File: config.mk
export PLATFORM = sky130hd
export DESIGN_NAME = write_forward_buffer
export DESIGN_NICKNAME = d
export VERILOG_FILES = /design/src/rtl/write_forward_buffer.sv
export SDC_FILE = /design/constraint.sdc
export NUM_CORES = 1
export LEC_CHECK = 0
export CORE_UTILIZATION = 55
export CTS_CLUSTER_SIZE = 16
export DETAILED_ROUTE_END_ITERATION = 16
export GPL_ROUTABILITY_DRIVEN = 0
export MAX_ROUTING_LAYER = met4
export PLACE_DENSITY = 0.84
export REMOVE_ABC_BUFFERS = 1
export SYNTH_ARGS = -nofsm -noshare
export SYNTH_HDL_FRONTEND = slang
export SYNTH_SLANG_ARGS = --single-unit
File: constraint.sdc
create_clock -name clk -period 2.5 [get_ports clk]
set_input_delay 0.5 -clock clk [delete_from_list [all_inputs] [get_ports clk]]
set_output_delay 0.5 -clock clk [all_outputs]
set_load 0.02 [all_outputs]
File: src/rtl/write_forward_buffer.sv
// History of the last DEPTH committed writes; returns the newest write matching
// the in-flight lookup address one cycle later, for the forwarding correction stage.
module write_forward_buffer #(
    parameter int DATA_WIDTH     = 4,
    parameter int KEY_WIDTH      = 2,
    parameter int HASH_ADR_WIDTH = 2,
    parameter int DEPTH          = 2
) (
    input  logic                         clk,
    input  logic                         reset,
    input  logic                         clk_en,
    input  logic                         flush_i,
    input  logic                         wr_en_i,
    input  logic [HASH_ADR_WIDTH-1:0]    wr_adr_i,
    input  logic [KEY_WIDTH-1:0]         wr_key_i,
    input  logic [DATA_WIDTH-1:0]        wr_data_i,
    input  logic                         wr_valid_i,
    input  logic                         lk_en_i,
    input  logic [HASH_ADR_WIDTH-1:0]    lk_adr_i,
    output logic [HASH_ADR_WIDTH-1:0]    forward_hash_adr_o,
    output logic [KEY_WIDTH-1:0]         forward_key_o,
    output logic [DATA_WIDTH-1:0]        forward_data_o,
    output logic                         forward_valid_o,
    output logic                         forward_updated_mem_o,
    output logic [$clog2(DEPTH+1)-1:0]   occupancy_o
);

    localparam int OCC_W = $clog2(DEPTH+1);
    localparam logic [OCC_W-1:0] OCC_MAX = OCC_W'(DEPTH);

    // Entry 0 is the newest write.
    logic [DEPTH-1:0]                     r_vld;
    logic [HASH_ADR_WIDTH-1:0]            r_adr   [DEPTH];
    logic [KEY_WIDTH-1:0]                 r_key   [DEPTH];
    logic [DATA_WIDTH-1:0]                r_data  [DEPTH];
    logic [DEPTH-1:0]                     r_valid;
    logic [OCC_W-1:0]                     r_occ;

    logic [HASH_ADR_WIDTH-1:0]            r_fwd_adr;
    logic [KEY_WIDTH-1:0]                 r_fwd_key;
    logic [DATA_WIDTH-1:0]                r_fwd_data;
    logic                                 r_fwd_valid;
    logic                                 r_fwd_hit;

    logic                                 w_hit;
    logic [KEY_WIDTH-1:0]                 w_key;
    logic [DATA_WIDTH-1:0]                w_data;
    logic                                 w_valid;

    // Scan oldest to newest so later (higher-priority) matches overwrite earlier ones.
    always_comb begin
        w_hit   = 1'b0;
        w_key   = '0;
        w_data  = '0;
        w_valid = 1'b0;
        for (int unsigned i = 0; i < DEPTH; i++) begin
            if (r_vld[DEPTH-1-i] && (r_adr[DEPTH-1-i] == lk_adr_i)) begin
                w_hit   = 1'b1;
                w_key   = r_key[DEPTH-1-i];
                w_data  = r_data[DEPTH-1-i];
                w_valid = r_valid[DEPTH-1-i];
            end
        end
        if (wr_en_i && (wr_adr_i == lk_adr_i)) begin
            w_hit   = 1'b1;
            w_key   = wr_key_i;
            w_data  = wr_data_i;
            w_valid = wr_valid_i;
        end
        if (!lk_en_i) begin
            w_hit   = 1'b0;
            w_key   = '0;
            w_data  = '0;
            w_valid = 1'b0;
        end
    end

    always_ff @(posedge clk or negedge reset) begin
        if (!reset) begin
            r_vld   <= '0;
            r_valid <= '0;
            r_occ   <= '0;
            for (int unsigned i = 0; i < DEPTH; i++) begin
                r_adr[i]  <= '0;
                r_key[i]  <= '0;
                r_data[i] <= '0;
            end
        end else if (clk_en) begin
            if (flush_i) begin
                r_vld <= '0;
                r_occ <= '0;
            end else if (wr_en_i) begin
                for (int unsigned i = 1; i < DEPTH; i++) begin
                    r_vld[i]   <= r_vld[i-1];
                    r_adr[i]   <= r_adr[i-1];
                    r_key[i]   <= r_key[i-1];
                    r_data[i]  <= r_data[i-1];
                    r_valid[i] <= r_valid[i-1];
                end
                r_vld[0]   <= 1'b1;
                r_adr[0]   <= wr_adr_i;
                r_key[0]   <= wr_key_i;
                r_data[0]  <= wr_data_i;
                r_valid[0] <= wr_valid_i;
                if (r_occ != OCC_MAX)
                    r_occ <= r_occ + 1'b1;
            end
        end
    end

    always_ff @(posedge clk or negedge reset) begin
        if (!reset) begin
            r_fwd_adr   <= '0;
            r_fwd_key   <= '0;
            r_fwd_data  <= '0;
            r_fwd_valid <= 1'b0;
            r_fwd_hit   <= 1'b0;
        end else if (clk_en) begin
            r_fwd_adr   <= lk_adr_i;
            r_fwd_key   <= w_key;
            r_fwd_data  <= w_data;
            r_fwd_valid <= w_valid;
            r_fwd_hit   <= w_hit;
        end
    end

    assign forward_hash_adr_o    = r_fwd_adr;
    assign forward_key_o         = r_fwd_key;
    assign forward_data_o        = r_fwd_data;
    assign forward_valid_o       = r_fwd_valid;
    assign forward_updated_mem_o = r_fwd_hit;
    assign occupancy_o           = r_occ;

endmodule

==> impl_metrics.json, run 1 <==
{
  "clk_pin_slew_ns": 0.09,
  "synthCells": 134,
  "htree_num_levels": 2,
  "crit_path_max_fanout": 9,
  "cts_tree": "built",
  "dp_hpwl_mm": 2.25,
  "antenna_found_initial": 0,
  "pre_cts_ws_ns": 0.126,
  "rsz0062_at_grt": "false",
  "r2r_slack_ns": 0.74,
  "max_stage_delay_ns": 0.52,
  "outcome": "finished, final reports clean",
  "setup_violations": 0,
  "max_freq_ghz": 0.492,
  "synth_area_um2": 1520,
  "grt_pass1_wl_mm": 5.29,
  "ys_seq_elements": 32,
  "synth_most_common_cell": "dfrtp_1",
  "hold_viol": 0,
  "num-fill-cells": 180,
  "grt_pass1_vias": 1142,
  "clk_path_buf_depth": 2,
  "drt-total-wl_mm": 3.16,
  "ys_warn_count": 0,
  "wl_met3_um": 132,
  "vdd_drop_max_mv": 0.644,
  "wl_per_cell_um": 16.0,
  "tns_ns": 0,
  "grt_max_degree": 33,
  "fin_cells": 197,
  "worstMarginPinSlew_ns": 0.405,
  "area_growth_pct": 24.3,
  "wl_met1_mm": 1.41,
  "cap_viol_max_count": 0,
  "seq_area_frac_synth_pct": 52.6,
  "slew_violations": 0,
  "dp_cells": 189,
  "highest_layer": "met4",
  "n_antenna_cell": 0,
  "cts_resized": 0,
  "synth.area.top_cells": "dfrtp_1 53%, mux2_2 15%, a311oi_1 4.0%, o32ai_1 4.0%, nor3_1 3.0%",
  "p_per_area_nw_per_um2": 717,
  "postCtsHoldBufs": 0,
  "crit_path_end_kind": "register",
  "die_h_um": 54.6,
  "r2r-start": "r_vld[0]",
  "synth.avg_cell_area_um2": 11.4,
  "synth_ff_type": "dfrtp_1",
  "crit_required_ns": 2.71,
  "final_core_util_pct": 74.4,
  "postCtsSetupBuffers": 0,
  "path_cells": "clkdlybuf4s50_1, xor2_2, or3_1, a311oi_1, o32ai_1",
  "layout_setup_ws_ns": 0.467,
  "ant_nets": 0,
  "startpoint_type": "input pin",
  "timing.critical_path.from": "lk_adr_i[0]",
  "dr_wl_met2_mm": 1.54,
  "synth_cell_types": 25,
  "p_leak_nw": 0.783,
  "period_minus_slack_ns": 2.03,
  "hold_class": "register to register",
  "drt_iter0_markers": 26,
  "relSlewSlack_pct": 73.0,
  "drt_pass1_iterations": 4,
  "port-buffer-count": 28,
  "yosysTopAreaCell": "dfrtp_1",
  "core.rowCount": 18,
  "clk_latency_ns": 0.34,
  "critPathSlowestCell": "clkdlybuf4s50_1",
  "cts_sinks": 32,
  "finClkSkew_ns": 0.00724,
  "drive_gt1_share_pct": 21.0,
  "die_area_um2": 2980,
  "grtUsageTotal_pct": 27.1,
  "path_class": "input pin to register",
  "fp.coreArea_um2": 2540,
  "synthArstFlopShare_pct": 100,
  "ios": 29,
  "start_util_pct": 59.8,
  "arrival_ns": 2.24,
  "routed-via-count": 1153,
  "cts_root_buf": "clkbuf_4",
  "route.detailed.drc": 0,
  "viasPerCell": 5.85,
  "die_w_um": 54.6,
  "fin_nets": 184,
  "synth_common_cells": "32 x dfrtp_1, 20 x mux2_2, 11 x inv_1, 9 x nand2_1, 9 x nor3_1",
  "synth_top_area_share_pct": 52.6,
  "gr-total-overflow": 0,
  "synth-edff-count": 0,
  "cts_buffers": 5,
  "finalCritPeriodShare_pct": 81.3,
  "min_from": "r_vld[1]"
}
[final timing paths]
kind,to,cells after the start
worst min-delay path,r_vld[1],2
worst min register to register,r_vld[1],2
worst max-delay path,forward_key_o[1],5
min in group asynchronous,r_key[1],2
worst max register to register,forward_key_o[1],4
max in group asynchronous,r_data[7],2
[per-layer routing]
layer	track usage, %	up-vias
li1	-	543
met1	33.5	567
met2	41.2	34
met3	7.22	9
met4	12.4	0
met5	-	-
[worst max-delay path: cells and delay by family]
kind                   cells  cell delay (ns)
XOR/XNOR                   1             0.27
AND/OR/NAND/NOR            1             0.45
buffers and inverters      1             0.52
AO/OA/AOI/OAI              2             0.50
[final cells by class]
| cell class | count | area (µm²) | share of cell area (%) |
|---|---|---|---|
| Tap cell | 30 | 37.5 | 1.98 |
| Clock inverter | 2 | 10.0 | 0.529 |
| Timing Repair Buffer | 33 | 318 | 16.8 |
| Multi-Input combinational cell | 83 | 634 | 33.5 |
| Inverter | 11 | 41.3 | 2.18 |
| Clock buffer | 6 | 51.3 | 2.71 |
| Sequential cell | 32 | 801 | 42.3 |
[power by group]
| group | leakage [nW] | internal (mW) | switching, mW |
|---|---|---|---|
| Combinational | 0.346 | 0.189 | 0.167 |
| Clock | 0.0380 | 0.134 | 0.172 |
| Sequential | 0.399 | 0.618 | 0.0775 |
[placed cells by master (no fill, tap or decap)]
cell type / Yosys / layout
dfrtp_1: 32 / 32
clkdlybuf4s50_1: 0 / 28
mux2_2: 20 / 20
inv_1: 11 / 11
nand2_1: 9 / 9
nor3_1: 9 / 9
a311oi_1: 7 / 7
nor2_1: 7 / 7
o32ai_1: 7 / 7
clkbuf_4: 0 / 5
buf_4: 1 / 5
xnor2_1: 4 / 4
a21oi_1: 4 / 4
o22ai_1: 3 / 3
xor2_2: 2 / 2
and3_1: 2 / 2
nor3b_1: 2 / 2
o21ai_0: 2 / 2
clkinv_2: 0 / 2
or3_1: 1 / 1
nand3_1: 1 / 1
nand3b_1: 1 / 1
nand2b_1: 1 / 1
ha_1: 1 / 1
clkbuf_8: 0 / 1
[registers in the layout (all words and copies together), names as in the netlist]
name and flops:
forward_hash_adr_o 2, forward_valid_o 1, forward_data_o 4, r_key 4, r_data 8, forward_key_o 2, forward_updated_mem_o 1, r_adr 4
r_vld 2, occupancy_o 2, r_valid 2
[per-stage QoR]
| step | power (mW) | hold slack (ns) | cell area, µm² |
|---|---|---|---|
| CTS | 1.37 | 0.516 | 1890 |
| finish | 1.36 | 0.516 | 1890 |
| global route | 1.43 | 0.547 | 1890 |
| global placement | 1.04 | 0.465 | 1830 |
| floorplan | 0.896 | 0.204 | 1480 |
| detailed placement | 1.06 | 0.491 | 1830 |
[kinds of logic (layout without fill, tap and decap cells)]
logic type,count (synthesis),in the layout,share of synthesized area [%]
adder cells (fa/ha/maj),1,1,0.822
AO/OA/AOI/OAI,23,23,11.3
buffers and inverters,19,52,5.75
XOR/XNOR,6,6,4.44
flip-flops,32,32,52.6
AND/OR/NAND/NOR,33,33,10.4
multiplexers,20,20,14.8
Note: power is estimated with default switching activity, not from simulation.
==> inputs of run 2 (changes only) <==
--- a/config.mk
+++ b/config.mk
@@ -5,12 +5,12 @@
 export SDC_FILE = /design/constraint.sdc
 export NUM_CORES = 1
 export LEC_CHECK = 0
-export CORE_UTILIZATION = 55
+export CORE_UTILIZATION = 51
 export CTS_CLUSTER_SIZE = 16
 export DETAILED_ROUTE_END_ITERATION = 16
 export GPL_ROUTABILITY_DRIVEN = 0
 export MAX_ROUTING_LAYER = met4
-export PLACE_DENSITY = 0.84
+export PLACE_DENSITY = 0.79
 export REMOVE_ABC_BUFFERS = 1
 export SYNTH_ARGS = -nofsm -noshare
 export SYNTH_HDL_FRONTEND = slang
==> constraint.sdc (replaced) <==
create_clock -name clk -period 2 [get_ports clk]
set_input_delay 0.4 -clock clk [delete_from_list [all_inputs] [get_ports clk]]
set_output_delay 0.4 -clock clk [all_outputs]
set_load 0.02 [all_outputs]
==> run 2 against run 1 <==
  * Wire length is 4.4% lower
  * Clock skew is 0.0011 ns lower
  * Worst setup slack worse by 0.26 ns
  * Sequential cell count stayed put
  * Power is 27% higher
  * Sequential share of layout area is 1.4 points lower
  * Critical endpoint is now forward_data_o[3]
==> impl_metrics.json, run 2 (same netlist as run 1, synthesis figures left out) <==
{
  "outcome": "finished, final reports clean",
  "finClkSkew_ns": 0.00616,
  "drt-total-wl_mm": 3.02,
  "htree_num_levels": 2,
  "dp_cells": 196,
  "n_antenna_cell": 0,
  "arrival_ns": 2.01,
  "clk_path_buf_depth": 2,
  "port-buffer-count": 28,
  "die_w_um": 56.6,
  "max_freq_ghz": 0.558,
  "drive_gt1_share_pct": 23.7,
  "core.rowCount": 19,
  "antenna_found_initial": 0,
  "dp_hpwl_mm": 2.17,
  "drt_iter0_markers": 22,
  "viasPerCell": 5.54,
  "final_core_util_pct": 70.4,
  "wl_per_cell_um": 14.8,
  "fin_nets": 190,
  "clk_pin_slew_ns": 0.10,
  "fin_cells": 204,
  "worstMarginPinSlew_ns": 0.395,
  "r2r-end": "forward_data_o[3]",
  "crit_path_max_fanout": 7,
  "fp.coreArea_um2": 2780,
  "grtUsageTotal_pct": 23.4,
  "grt_max_degree": 33,
  "path_class": "input pin to register",
  "drt_pass1_iterations": 4,
  "cts_buffers": 5,
  "cts_sinks": 32,
  "crit_path_end_kind": "register",
  "final_cell_mix": "32 x dfrtp_1, 28 x clkdlybuf4s50_1, 20 x mux2_2",
  "die_h_um": 56.6,
  "largest_register": "r_data",
  "postCtsSetupBuffers": 0,
  "setup_violations": 0,
  "largest_reg_flops": 8,
  "hold_viol": 0,
  "r2r-start": "r_adr[3]",
  "r2r_slack_ns": 0.28,
  "grt_pass1_vias": 1249,
  "p_per_area_nw_per_um2": 882,
  "period_minus_slack_ns": 1.79,
  "grt_pass1_wl_mm": 5.55,
  "cts_resized": 0,
  "routed-via-count": 1131,
  "cap_viol_max_count": 0,
  "die_area_um2": 3210,
  "route.detailed.drc": 0,
  "postCtsHoldBufs": 0,
  "hold_class": "input pin to asynchronous set/reset pin",
  "ant_nets": 0,
  "crit_required_ns": 2.22,
  "vdd_drop_max_mv": 0.715,
  "gr-total-overflow": 0,
  "relSlewSlack_pct": 73.7,
  "r2r_cells": 4,
  "p_leak_nw": 0.811,
  "cts_root_buf": "clkbuf_4",
  "area_growth_pct": 28.5,
  "final_common_cell": "dfrtp_1",
  "rsz0062_at_grt": "false",
  "finalCritPeriodShare_pct": 89.6,
  "slew_violations": 0,
  "cts_tree": "built",
  "start_util_pct": 54.7,
  "ios": 29,
  "clk_latency_ns": 0.34,
  "startpoint_type": "input pin"
}
run 2: how the worst max path moves through the flow:
| stage | to | start | slack, ns |
|---|---|---|---|
| global route | occupancy_o[1] | occupancy_o[1] | 0.16 |
| CTS | occupancy_o[0] | occupancy_o[0] | 0.20 |
| detailed placement | forward_data_o[3] | lk_adr_i[1] | -0.13 |
| floorplan | forward_key_o[1] | r_adr[3] | 0.43 |
| global placement | forward_data_o[3] | lk_adr_i[1] | -0.13 |
| finish | forward_data_o[3] | lk_adr_i[1] | 0.21 |
run 2: critical path: stages:
cell	delay [ns]
clkdlybuf4s50_1	0.46
xor2_2	0.17
or3_1	0.47
a311oi_1	0.37
o32ai_1	0.14
run 2: cell type report:
type,instances,area (µm²)
clock buffers,6,51.3
well taps,31,38.8
multi-input cells,83,634
inverters,11,41.3
clock inverters,2,15.0
flip-flops and latches,32,801
fillers,220,825
repair buffers,39,375
run 2: stage by stage:
stage | hold WS, ns | worst slack [ns] | total power, mW | area, µm² | TNS, ns
2_1_floorplan | 0.104 | 0.434 | 1.12 | 1480 | 0
3_3_place_gp | 0.467 | -0.133 | 1.31 | 1890 | -0.593
3_5_place_dp | 0.484 | -0.135 | 1.34 | 1890 | -0.686
4_1_cts | 0.446 | 0.203 | 1.75 | 1960 | 0
5_1_grt | 0.463 | 0.159 | 1.83 | 1960 | 0
6_report | 0.443 | 0.209 | 1.73 | 1960 | 0
run 2: where the power goes:
| group | internal (mW) | total [mW] | switching [mW] |
|---|---|---|---|
| Clock | 0.170 | 0.400 | 0.229 |
| Sequential | 0.773 | 0.859 | 0.0861 |
| Combinational | 0.253 | 0.467 | 0.214 |
| Total | 1.20 | 1.73 | 0.530 |
run 2: layer usage:
| layer | part of all wire, % | global-route usage, % |
|---|---|---|
| met3 | 4.8 | 6.91 |
| met2 | 48 | 36.8 |
| met1 | 46 | 29.8 |
| met4 | 1.4 | 6.27 |
| met5 | 0 | - |
